==> src/rtl/sa_isa_pkg.sv <==
// sa_isa_pkg: shared definitions for the instruction-memory interface.
// The host-side writer (inst_writer) and the fetch/decode stage both import it.
// Contents:
//   - instruction field widths and bit positions of the packed word
//   - opcode constants (LD, ST, GEMM, DRAINSYS) and a legality helper
//   - writer FSM state type
//   - FIFO entry layout {word, last, kill}
package sa_isa_pkg;

    localparam int INST_W      = 16;
    localparam int OPCODE_W    = 4;
    localparam int BUF_ID_W    = 2;
    localparam int MEM_LOC_W   = 10;

    localparam int MEM_LOC_LSB = 0;
    localparam int BUF_ID_LSB  = MEM_LOC_LSB + MEM_LOC_W;
    localparam int OPCODE_LSB  = BUF_ID_LSB + BUF_ID_W;

    localparam logic [OPCODE_W-1:0] OP_LD       = 4'b0010;
    localparam logic [OPCODE_W-1:0] OP_ST       = 4'b0011;
    localparam logic [OPCODE_W-1:0] OP_GEMM     = 4'b0100;
    localparam logic [OPCODE_W-1:0] OP_DRAINSYS = 4'b0101;

    typedef enum logic [1:0] {
        ST_IDLE = 2'd0,
        ST_LOAD = 2'd1,
        ST_DONE = 2'd2,
        ST_ERR  = 2'd3
    } wr_state_t;

    typedef struct packed {
        logic [INST_W-1:0] word;
        logic              last;
        logic              kill;
    } inst_entry_t;

    function automatic logic is_legal_opcode(input logic [OPCODE_W-1:0] op);
        return (op == OP_LD) || (op == OP_ST) || (op == OP_GEMM) || (op == OP_DRAINSYS);
    endfunction

endpackage

==> src/rtl/inst_wr_fifo.sv <==
// inst_wr_fifo: synchronous FIFO with registered storage and exact full/empty.
// Ports:
//   clk, rst       clock, asynchronous active-high reset (pointers only)
//   flush          discard all entries (wins over push/pop)
//   push/push_data write one entry when not full
//   pop/pop_data   pop_data shows the head entry; pop removes it when not empty
//   full, empty    exact occupancy flags
module inst_wr_fifo #(
    parameter int WIDTH = 18,
    parameter int DEPTH = 4
) (
    input  logic             clk,
    input  logic             rst,
    input  logic             flush,
    input  logic             push,
    input  logic [WIDTH-1:0] push_data,
    input  logic             pop,
    output logic [WIDTH-1:0] pop_data,
    output logic             full,
    output logic             empty
);

    localparam int AW = $clog2(DEPTH);

    logic [WIDTH-1:0] mem [DEPTH];
    // One extra pointer bit distinguishes full from empty when indices match.
    logic [AW:0]      wr_ptr;
    logic [AW:0]      rd_ptr;

    assign empty    = (wr_ptr == rd_ptr);
    assign full     = (wr_ptr[AW] != rd_ptr[AW]) && (wr_ptr[AW-1:0] == rd_ptr[AW-1:0]);
    assign pop_data = mem[rd_ptr[AW-1:0]];

    always_ff @(posedge clk or posedge rst) begin
        if (rst) begin
            wr_ptr <= '0;
            rd_ptr <= '0;
        end else if (flush) begin
            wr_ptr <= '0;
            rd_ptr <= '0;
        end else begin
            if (push && !full)
                wr_ptr <= wr_ptr + 1'b1;
            if (pop && !empty)
                rd_ptr <= rd_ptr + 1'b1;
        end
    end

    always_ff @(posedge clk) begin
        if (push && !full && !flush)
            mem[wr_ptr[AW-1:0]] <= push_data;
    end

endmodule

==> src/rtl/inst_writer.sv <==
// inst_writer: producer side of the instruction-memory interface.
// Accepts {opcode, buf_id, mem_loc, last} over valid/ready, packs each into an
// INST_WIDTH word, buffers it in inst_wr_fifo and writes it to instruction
// memory at consecutive addresses starting from 0.
// Ports:
//   clk, rst                      clock, asynchronous active-high reset
//   start, clear                  begin a program (IDLE only) / abort to IDLE
//   in_valid/in_ready, in_*       instruction input handshake and fields
//   mem_wr_valid/ready/addr/data  instruction-memory write port
//   prog_done, prog_len           completion flag and words written
//   overflow                      program longer than INST_MEMORY_SIZE
//   err_illegal                   illegal opcode seen
// Build option: define INST_OPCODE_CHECK_EN to drop illegal opcodes (they are
// consumed but never written) and flag err_illegal; otherwise every opcode is
// written verbatim and err_illegal stays 0.
module inst_writer
    import sa_isa_pkg::*;
#(
    parameter int INST_WIDTH       = 16,
    parameter int INST_MEMORY_SIZE = 1024,
    parameter int OPCODE_WIDTH     = 4,
    parameter int BUF_ID_WIDTH     = 2,
    parameter int MEM_LOC_WIDTH    = 10,
    parameter int FIFO_DEPTH       = 4,
    parameter int ADDR_WIDTH       = $clog2(INST_MEMORY_SIZE)
) (
    input  logic                     clk,
    input  logic                     rst,
    input  logic                     start,
    input  logic                     clear,
    input  logic                     in_valid,
    output logic                     in_ready,
    input  logic [OPCODE_WIDTH-1:0]  in_opcode,
    input  logic [BUF_ID_WIDTH-1:0]  in_buf_id,
    input  logic [MEM_LOC_WIDTH-1:0] in_mem_loc,
    input  logic                     in_last,
    output logic                     mem_wr_valid,
    input  logic                     mem_wr_ready,
    output logic [ADDR_WIDTH-1:0]    mem_wr_addr,
    output logic [INST_WIDTH-1:0]    mem_wr_data,
    output logic                     prog_done,
    output logic [ADDR_WIDTH:0]      prog_len,
    output logic                     overflow,
    output logic                     err_illegal
);

    localparam int FIELD_W = OPCODE_WIDTH + BUF_ID_WIDTH + MEM_LOC_WIDTH;
    localparam int ENTRY_W = INST_WIDTH + 2;
    localparam logic [ADDR_WIDTH:0] MEM_SIZE = (ADDR_WIDTH + 1)'(INST_MEMORY_SIZE);

    wr_state_t           state_q;
    wr_state_t           state_d;
    logic [ADDR_WIDTH:0] acc_cnt;   // words accepted this program (incl. killed)
    logic [ADDR_WIDTH:0] wr_cnt;    // words written; doubles as write address
    logic                last_acc;
    logic                in_kill;
    logic                push;
    logic                pop;
    logic                wr_fire;
    logic                fifo_full;
    logic                fifo_empty;
    logic [ENTRY_W-1:0]  push_entry;
    logic [ENTRY_W-1:0]  head_entry;
    logic [INST_WIDTH-1:0] head_word;
    logic                head_last;
    logic                head_kill;

    function automatic logic [INST_WIDTH-1:0] pack_word(
        input logic [OPCODE_WIDTH-1:0]  op,
        input logic [BUF_ID_WIDTH-1:0]  buf_id,
        input logic [MEM_LOC_WIDTH-1:0] loc
    );
        logic [INST_WIDTH-1:0] w;
        w = '0;
        w[FIELD_W-1:0] = {op, buf_id, loc};
        return w;
    endfunction

`ifdef INST_OPCODE_CHECK_EN
    logic err_q;
    assign in_kill     = !is_legal_opcode(OPCODE_W'(in_opcode));
    assign err_illegal = err_q;

    always_ff @(posedge clk or posedge rst) begin
        if (rst)
            err_q <= 1'b0;
        else if (clear || (state_q == ST_IDLE && start))
            err_q <= 1'b0;
        else if (push && in_kill)
            err_q <= 1'b1;
    end
`else
    assign in_kill     = 1'b0;
    assign err_illegal = 1'b0;
`endif

    // clear blocks acceptance in the same cycle so nothing lands in a flushed FIFO.
    assign in_ready = (state_q == ST_LOAD) && !fifo_full && !last_acc &&
                      (acc_cnt < MEM_SIZE) && !clear;
    assign push       = in_valid && in_ready;
    assign push_entry = {pack_word(in_opcode, in_buf_id, in_mem_loc), in_last, in_kill};

    inst_wr_fifo #(
        .WIDTH (ENTRY_W),
        .DEPTH (FIFO_DEPTH)
    ) u_fifo (
        .clk       (clk),
        .rst       (rst),
        .flush     (clear),
        .push      (push),
        .push_data (push_entry),
        .pop       (pop),
        .pop_data  (head_entry),
        .full      (fifo_full),
        .empty     (fifo_empty)
    );

    assign {head_word, head_last, head_kill} = head_entry;

    // Killed heads are discarded without presenting a write.
    assign mem_wr_valid = (state_q == ST_LOAD) && !fifo_empty && !head_kill;
    assign mem_wr_addr  = wr_cnt[ADDR_WIDTH-1:0];
    assign mem_wr_data  = head_word;
    assign wr_fire      = mem_wr_valid && mem_wr_ready;
    assign pop          = wr_fire || ((state_q == ST_LOAD) && !fifo_empty && head_kill);

    assign prog_done = (state_q == ST_DONE);
    assign overflow  = (state_q == ST_ERR);
    assign prog_len  = wr_cnt;

    always_ff @(posedge clk or posedge rst) begin
        if (rst)
            state_q <= ST_IDLE;
        else
            state_q <= state_d;
    end

    always_comb begin
        state_d = state_q;
        if (clear) begin
            state_d = ST_IDLE;
        end else begin
            case (state_q)
                ST_IDLE: if (start) state_d = ST_LOAD;
                ST_LOAD: begin
                    if (pop && head_last)
                        state_d = ST_DONE;
                    // Overflow is declared only once every accepted word has drained.
                    else if (acc_cnt == MEM_SIZE && !last_acc && fifo_empty)
                        state_d = ST_ERR;
                end
                default: state_d = state_q;
            endcase
        end
    end

    always_ff @(posedge clk or posedge rst) begin
        if (rst) begin
            acc_cnt  <= '0;
            wr_cnt   <= '0;
            last_acc <= 1'b0;
        end else if (clear) begin
            acc_cnt  <= '0;
            last_acc <= 1'b0;
        end else if (state_q == ST_IDLE && start) begin
            acc_cnt  <= '0;
            wr_cnt   <= '0;
            last_acc <= 1'b0;
        end else begin
            if (push) begin
                acc_cnt <= acc_cnt + 1'b1;
                if (in_last)
                    last_acc <= 1'b1;
            end
            if (wr_fire)
                wr_cnt <= wr_cnt + 1'b1;
        end
    end

endmodule

==> config.mk <==
export PLATFORM = sky130hd
export DESIGN_NAME = inst_writer
export DESIGN_NICKNAME = d
export VERILOG_FILES = /design/src/rtl/sa_isa_pkg.sv /design/src/rtl/inst_wr_fifo.sv /design/src/rtl/inst_writer.sv
export SDC_FILE = /design/constraint.sdc
export NUM_CORES = 1
export LEC_CHECK = 0
export BUFFER_PORTS_ARGS = -buffer_cell sky130_fd_sc_hd__buf_4
export CAP_MARGIN = 20
export CORE_MARGIN = 2
export CORE_UTILIZATION = 57
export CTS_CLUSTER_SIZE = 28
export DETAILED_ROUTE_END_ITERATION = 7
export GPL_TIMING_DRIVEN = 0
export PLACE_DENSITY_LB_ADDON = 0.1
export SYNTH_ARGS = -nofsm -noshare
export SYNTH_HDL_FRONTEND = slang
export SYNTH_SLANG_ARGS = --single-unit
==> constraint.sdc <==
create_clock -name clk -period 5.1 [get_ports clk]
set_input_delay 0.255 -clock clk [delete_from_list [all_inputs] [get_ports clk]]
set_output_delay 0.255 -clock clk [all_outputs]
set_load 0.1 [all_outputs]
Yosys cells after proc, flatten, opt, wreduce, memory -nomap -nowiden
Memories as Yosys holds them, arrays and structs flattened.
Cells that the tools add are included.
W data, S select, Z words.
{"block": "word_totals", "input_bits": 23, "mem_count": 1, "mem_bits_rw": 68, "output_inout_bits": 42, "ff_bits": 31, "elab_cells": 75}
{"memory": "u_fifo.mem", "words": 4, "word_bits": 17, "rd": 1, "rd_clocked_by_memory_dff": 0, "wr": 1, "line": "inst_wr_fifo.sv:25", "text": "logic [WIDTH-1:0] mem [DEPTH];"}
{"block": "classes", "reduce_logical": 33, "n_addsub": 4, "bitwise_logic": 1, "n_lt_le_gt_ge": 1, "muxes": 20, "n_eq_ne": 9}
{"cell": "$mux W11", "count": 5}
{"cell": "$add A11 B1 Y11 const B", "count": 2}
{"cell": "$logic_and A1 B1 Y1", "count": 16}
{"cell": "$mux W3", "count": 4}
{"cell": "$eq A11 B11 Y1 const B", "count": 1}
{"cell": "$lt A11 B11 Y1 const B", "count": 1}
{"cell": "$reduce_bool A3 Y1", "count": 3}
{"cell": "$mux W2", "count": 4}
{"cell": "$add A3 B1 Y3 const B", "count": 2}
{"cell": "$mux W1", "count": 6}
{"cell": "$reduce_bool A2 Y1", "count": 3}
{"cell": "$eq A2 B2 Y1 const B", "count": 2}
{"cell": "$logic_not A1 Y1", "count": 4}
{"cell": "$ne A4 B2 Y1 const B", "count": 1}
{"cell": "$pmux W2 S2", "count": 1}
{"cell": "$reduce_and A2 Y1", "count": 2}
{"cell": "$eq A3 B3 Y1", "count": 1}
{"cell": "$ne A3 B3 Y1 const B", "count": 1}
{"cell": "$reduce_and A3 Y1", "count": 1}
{"cell": "$eq A2 B1 Y1 const B", "count": 1}
{"cell": "$eq A2 B2 Y1", "count": 1}
{"cell": "$logic_not A2 Y1", "count": 1}
{"cell": "$logic_and A1 B1 Y1 const B", "count": 1}
{"cell": "$logic_not A1 Y1 const A", "count": 1}
{"cell": "other kinds (3)", "count": 3}

Depth between registers and ports, before layout
Gate-level depths: netlist of the first run.
{"block": "logic_depth", "depth_word": 12, "mapped_depth": 7, "mapped_depth_nobuf": 6}

Modules after synthesis
A second synthesis of the first run with hierarchy kept.
{"block": "hier_totals", "hier_cells": 313, "area_unflattened_um2": 4640.7}
{"mod": "inst_wr_fifo", "instances": 1, "area_each_um2": 3146.8, "cells_per_inst": 159, "seq_area_each_um2": 2312.2}
{"mod": "inst_writer", "instances": 1, "area_each_um2": 1493.9, "cells_per_inst": 154, "seq_area_each_um2": 625.6}

Worst setup path before layout of the first run
Ideal clock, no wire load.
{"block": "synth_path", "path_kind": "reg-to-reg", "from": "reg u_fifo.rd_ptr[0]", "to": "mem u_fifo.mem[3][0] (netlist bit), enable pin", "setup_time_ps": 417, "path_stages_with_launch": 6, "required_ps": 4683, "synth_period_minus_slack_ps": 2736, "arrival_time_ps": 2319, "setup_slack_ps": 2364, "path_buffers": 2, "cell_sequence": "dfrtp_1 buf_6 xnor2_1 and3_1 buf_6 nor3_1"}
{"block": "synth_via", "elab_chain_cells": 12}
{"element": "start: declaration", "line": "inst_wr_fifo.sv:28", "text": "logic [AW:0] rd_ptr;"}
{"element": "start signal: assignment", "line": "inst_wr_fifo.sv:45", "text": "rd_ptr <= rd_ptr + 1'b1;"}
{"element": "$eq A2 B2 Y1 *", "line": "inst_wr_fifo.sv:31", "text": "assign full = (wr_ptr[AW] != rd_ptr[AW]) && (wr_ptr[AW-1:0] == rd_ptr[AW-1:0]);"}
{"element": "$logic_and A1 B1 Y1 *", "line": "inst_wr_fifo.sv:31"}
{"element": "$logic_not A1 Y1 *", "line": "inst_wr_fifo.sv:50, inst_writer.sv:98"}
{"element": "$logic_and A1 B1 Y1 (3 in a row)", "line": "inst_writer.sv:98", "text": "assign in_ready = (state_q == ST_LOAD) && !fifo_full && !last_acc &&"}
{"element": "$logic_and A1 B1 Y1", "line": "inst_writer.sv:99", "text": "(acc_cnt < MEM_SIZE) && !clear;"}
{"element": "$logic_and A1 B1 Y1", "line": "inst_writer.sv:100", "text": "assign push = in_valid && in_ready;"}
{"element": "$logic_and A1 B1 Y1 * (2 in a row)", "line": "inst_wr_fifo.sv:50", "text": "if (push && !full && !flush)"}
{"element": "$mux W1 *", "line": "inst_wr_fifo.sv:50"}
{"element": "$mux W1 (not written as such) *", "line": "inst_wr_fifo.sv:51", "text": "mem[wr_ptr[AW-1:0]] <= push_data;"}
{"element": "end: declaration", "line": "inst_wr_fifo.sv:25"}
Every way passes the cells marked *; elsewhere a longest branch is shown, timed or not.

Worst setup path after layout of the first run
{"block": "layout_path", "from": "reg state_q[1]", "to": "mem u_fifo.mem[0][6] (netlist bit), enable pin"}
{"block": "layout_via", "elab_chain_cells": 10}
{"element": "start: declaration", "line": "inst_writer.sv:51", "text": "wr_state_t state_q;"}
{"element": "start signal: assignment", "line": "inst_writer.sv:135", "text": "state_q <= state_d;"}
{"element": "$eq A2 B1 Y1", "line": "inst_writer.sv:98"}
{"element": "$logic_and A1 B1 Y1 (3 in a row)", "line": "inst_writer.sv:98"}
{"element": "$logic_and A1 B1 Y1", "line": "inst_writer.sv:99"}
{"element": "$logic_and A1 B1 Y1", "line": "inst_writer.sv:100"}
{"element": "$logic_and A1 B1 Y1 (2 in a row)", "line": "inst_wr_fifo.sv:50"}
{"element": "$mux W1", "line": "inst_wr_fifo.sv:50"}
{"element": "$mux W1 (not written as such)", "line": "inst_wr_fifo.sv:51"}
No other way between the ends.

==> results.cfg, run 1 <==
[outcome]
status = complete, no violations

[clock_tree]
cts-root-buf = clkbuf_8
cts-buffers-inserted = 9
cts_max_path_buffers = 2
cts.sinks = 99
h-tree-depth = 3
ctsResizeCount = 0
cts_setup_buffers = 0
insertion_delay_ns = 0.37
cts_tree = built
cts.reportedPaths.clkPinSlew_ns = 0.10
cts_hold_buf = 0

[cells_and_area]
final_cell_count_no_fill = 482
final_common_cell = buf_4
syn_to_final_growth_pct = 18.4
layout_common_cells = buf_4, edfxtp_1, dfrtp_1
drive_gt1_share_pct = 30.0
antenna_cells = 0
nNetsFinal = 407
fin_area_mm2 = 0.00524

[setup_path]
critPathMaxFanout = 17
path_class = reg2reg
worstPathArrival_ns = 2.44
crit_path_end_kind = flip-flop
cp.required_ns = 5.09
critical_path.startpoint_type = flip-flop
r2r_slack_ns = 2.65

[synth]
ys_warn_count = 0
async_reset_ff_share_pct = 31.3
syn_inst = 301
syn_avg_cell_area_um2 = 14.7
synth_enable_flop_cells = 68
synth_cell_types = 48
syn_area_mm2 = 0.00443
yosysSeqAreaShare_pct = 63.6
yosys.area.top_type = edfxtp_1
yosys.area.top_type_share_pct = 46.1
synth_nets = 332
yosys_register_bits = 99
synthTopCellsByArea = edfxtp_1, dfrtp_1, mux4_2
synth_ff_type = edfxtp_1

[sta]
relSlewSlack_pct = 39.5
max_freq_mhz = 408
fin_worst_skew_ns = 0.0102
rsz0062_at_grt = false
finalMaxSlewViolations = 0
fin_crit_ns = 2.45
holdWs_ns = 0.0360
post-route-period-util_pct = 48.1
worst-slew-pin-transition_ns = 0.908
tns_ns = 0
setup_viol = 0
finalHoldViolations = 0

[routing]
routed_wl_mm = 8.04
dr_total_vias = 2764
detail_route.vias_per_cell = 5.73
ant_nets = 0
wl_per_cell_um = 16.7
first_pass_iters = 5
drc_errors = 0
drt_iter0_markers = 72

[pwr]
vdd_drop_max_mv = 0.251
power_density_mw_per_mm2 = 285
leakage_nw = 2.08

[run]
drv_cap = 0

[place]
portBuffers = 62
gp_congestion = 0.838
placedCellCount = 467
dp_hpwl_mm = 5.41
detailed_place.area_mm2 = 0.00506

[grt]
grt_overflow_total = 0
antenna_found_initial = 0
grt_pass1_vias = 2657
grt_pass1_wl_mm = 13.2
grt.total_usage_pct = 20.3
grt_max_degree = 21

[floorplan]
die_w_um = 92.2
coreArea_mm2 = 0.00761
initial_utilization_pct = 58.2
die_height_um = 92.2
dieArea_mm2 = 0.00849
rows = 32
io_pins = 65

[min_path]
hold_path.class = in2async
[report_power, final]
part           switching [mW]  internal (mW)  total, mW
logic                   0.104         0.0416      0.146
registers             0.00661          0.868      0.875
clock network           0.287          0.186      0.473
[state kept, by name (all words and copies together) (netlist names)]
register and flops:
last_acc 1, prog_len 11, u_fifo.mem 68, acc_cnt 11, u_fifo.rd_ptr 3, state_q 2
u_fifo.wr_ptr 3
[critical path, stage by stage, from the launching register on]
cell	delay [ns]
dfrtp_1	0.46
and2b_1	0.34
and2_1	0.17
and3_1	0.15
buf_2	0.20
and2_1	0.75
[cell usage after synthesis (5+ instances only)]
library cell and instances:
mux2i_1 9, nor3_1 9, and3_1 6, mux4_2 11
inv_1 8, nand2_1 23, nor2_1 15, buf_4 12
ha_1 8, a21oi_1 9, nand4_1 8, and2_1 5
nand3_1 6, edfxtp_1 68, mux4_1 6, dfrtp_1 31
[routing by layer]
metal  vias up  wire length, um  GRT usage, %
li1       1314                -             -
met1      1361             3460          27.5
met2        80             4030          32.7
met3         9              444          4.60
met4         0              106          7.09
met5         -                0             0
[cells by family (layout without fill, tap and decap cells)]
group,after synthesis,in the layout,synth area share (%)
buf+inv,30,109,4.01
compound gates,35,35,5.76
simple gates,94,94,11.4
other cells,1,1,0.0847
xor+xnor,6,6,1.19
mux,28,28,11.7
flops,99,99,63.6
fa+ha+maj,8,8,2.26
[path summary, 6_finish.rpt]
check                                              from                           end  depth (start not counted)
worst max register to register   state_q[1]$_DFFE_PP0P_    u_fifo.mem[0][6]$_DFFE_PP_                          5
worst min register to register  acc_cnt[10]$_DFFE_PP0P_       acc_cnt[10]$_DFFE_PP0P_                          1
worst max-delay path             state_q[1]$_DFFE_PP0P_    u_fifo.mem[0][6]$_DFFE_PP_                          5
min in group clk                          in_mem_loc[7]    u_fifo.mem[0][8]$_DFFE_PP_                          1
worst min-delay path                                rst       prog_len[8]$_DFFE_PP0P_                          2
max in group asynchronous                           rst  u_fifo.wr_ptr[1]$_DFFE_PP0P_                          3
[stage by stage]
step / total power [mW] / setup slack, ns / util (%)
2_1_floorplan: 0.994 / 2.36 / -
5_1_grt: 1.55 / 2.50 / 68.9
4_1_cts: 1.51 / 2.62 / 68.9
3_5_place_dp: 1.04 / 2.64 / 66.5
3_3_place_gp: 1.04 / 1.32 / 66.0
6_report: 1.49 / 2.65 / 68.9
[area by class of cell]
type                    count  area (um^2)
plain buffers              22          148
repair buffers             64          495
flip-flops and latches     99         2820
well taps                 102          128
multi-input cells         172         1440
inverters                   8         30.0
clock inverters             6         61.3
clock buffers               9          124
fillers                   543         2360
No activity file was read; power rests on OpenSTA's default activity.
==> run 2: changes to the inputs <==
==> constraint.sdc (replaced) <==
create_clock -name clk -period 2.3 [get_ports clk]
set_input_delay 0.115 -clock clk [delete_from_list [all_inputs] [get_ports clk]]
set_output_delay 0.115 -clock clk [all_outputs]
set_load 0.1 [all_outputs]
==> run 2 against run 1 <==
Die area unchanged. Non-clock buffer count up 18. Worst hold slack better by 0.073 ns. Critical path type unchanged. Combinational power up 140%. Count of clock-buffer cells in the layout unchanged. Largest power group unchanged. Total power up 130%. First-iteration DRC count up 50%.
==> results.cfg, run 2 (synthesized netlist as in run 1, its figures left out) <==
[cells_and_area]
nNetsFinal = 425
drive_gt1_share_pct = 30.1
n_fill_cell = 522
antenna_cells = 0
multiInputGateArea_mm2 = 0.00145
layout_common_cells = buf_4, edfxtp_1, dfrtp_1
final_common_cell = buf_4
utilization_pct = 71.9
syn_to_final_growth_pct = 23.5
largest_reg_flops = 68
fin_area_mm2 = 0.00547
seqCellArea_mm2 = 0.00282
final_cell_count_no_fill = 501

[routing]
drc_errors = 0
wl_per_cell_um = 16.9
ant_nets = 0
routed_wl_mm = 8.48
wl_met2_mm = 4.30
first_pass_iters = 4
maxUsedRoutingLayer = met4
drt_iter0_markers = 108
wl_met3_um = 322
wl_met1_mm = 3.79
dr_total_vias = 2786
detail_route.vias_per_cell = 5.56

[sta]
worst-slew-pin-transition_ns = 0.808
finalMaxSlewViolations = 0
tns_ns = 0
setup_viol = 0
post-route-period-util_pct = 95.4
fin_worst_skew_ns = 0.0220
fin_crit_ns = 2.19
max_freq_mhz = 456
rsz0062_at_grt = false
finalHoldViolations = 0
relSlewSlack_pct = 46.1

[floorplan]
rows = 32
coreArea_mm2 = 0.00761
die_w_um = 92.2
initial_utilization_pct = 58.2
dieArea_mm2 = 0.00849
die_height_um = 92.2
io_pins = 65

[place]
placedCellCount = 467
dp_hpwl_mm = 5.62
gp_congestion = 0.811
detailed_place.area_mm2 = 0.00507
portBuffers = 62

[min_path]
hold_path.class = in2reg

[grt]
grt_pass1_vias = 2800
grt.total_usage_pct = 21.4
grt_max_degree = 21
grt_pass1_wl_mm = 14.0
antenna_found_initial = 0
grt_overflow_total = 0

[setup_path]
crit_buf_inv = 1
crit_path_end_kind = flip-flop
r2r_slack_ns = 0.11
path_class = reg2reg
cp.required_ns = 2.29
critical_path.startpoint_type = flip-flop
critPathMaxFanout = 17
crit_path_max_incr_delay_ns = 0.50
critical-path-top-delay-family = simple AND/OR/NAND/NOR gates
crit_slowest_cell = and2_2
worstPathCellList = and2b_1, and2_1, and3_1, buf_2, and2_2
worstPathArrival_ns = 2.19

[pwr]
leakage_nw = 2.17
power_density_mw_per_mm2 = 636
vdd_drop_max_mv = 0.497

[clock_tree]
insertion_delay_ns = 0.36
cts.reportedPaths.clkPinSlew_ns = 0.10
cts-buffers-inserted = 9
cts_tree = built
cts.sinks = 99
h-tree-depth = 3
cts-root-buf = clkbuf_8
cts_max_path_buffers = 2

[run]
drv_cap = 0

[outcome]
status = complete, no violations
[run 2: cell count changes in the layout (fill, tap and decap cells not counted), sizes merged]
cell | before | now
buf | 82 | 81
inv | 11 | 12
clkbuf | 13 | 14
dlygate4sd3 | 0 | 18
bufinv | 0 | 1
clkinvlp | 1 | 0
[run 2: final cells by class]
| cell class | instances | share of cell area (%) |
|---|---|---|
| sequential | 99 | 51.5 |
| multi-input combinational | 172 | 26.5 |
| timing repair buffer | 82 | 12.4 |
| buffer | 22 | 2.77 |
| tap | 102 | 2.33 |
| clock buffer | 9 | 2.26 |
| clock inverter | 7 | 1.69 |
| inverter | 8 | 0.549 |
[run 2: timing repair]
item | 4_1_cts | 5_1_grt
setup endpoints to repair | 51 | 9
endpoints found under the hold margin | 87 | 0
cloned | 0 | 0
gates resized for setup | 3 | 3
setup buffers | 0 | 0
hold buffers | 18 | 0
[run 2: routing by layer]
metal / track usage, % / vias to the layer above
li1: - / 1349
met3: 3.62 / 9
met2: 36.0 / 64
met5: 0 / -
met4: 5.60 / 0
met1: 29.4 / 1364
[run 2: worst register-to-register path, stage by stage, from the launching register on]
cell and delay (ns):
dfrtp_1 0.46, and2b_1 0.35, and2_1 0.18, and3_1 0.16, buf_2 0.20, and2_2 0.50
[run 2: through the flow]
stage / power (mW) / hold WS, ns / worst slack [ns]
final: 3.48 / 0.109 / 0.107
after global routing: 3.60 / 0.129 / 0.00201
after CTS: 3.51 / 0.0962 / 0.0238
after detailed placement: 2.31 / 0.319 / -0.175
after global placement: 2.30 / 0.314 / -0.512
after floorplan: 2.21 / 0.214 / 0.0456
[run 2: path summary, 6_finish.rpt]
check                                   startpoint                     endpoint  cells after the start
hold reg to reg            acc_cnt[10]$_DFFE_PP0P_      acc_cnt[10]$_DFFE_PP0P_                      1
setup / recovery            state_q[1]$_DFFE_PP0P_  u_fifo.mem[1][11]$_DFFE_PP_                      5
min in group asynchronous                      rst       acc_cnt[6]$_DFFE_PP0P_                      3
max in group asynchronous                      rst         last_acc$_DFFE_PP0P_                      4
hold / removal                               start       state_q[0]$_DFFE_PP0P_                      3
setup reg to reg            state_q[1]$_DFFE_PP0P_  u_fifo.mem[1][11]$_DFFE_PP_                      5
[run 2: power breakdown]
part	switching [mW]	internal, mW
sequential	0.0145	1.93
clock	0.653	0.534
combinational	0.236	0.113
total	0.904	2.57
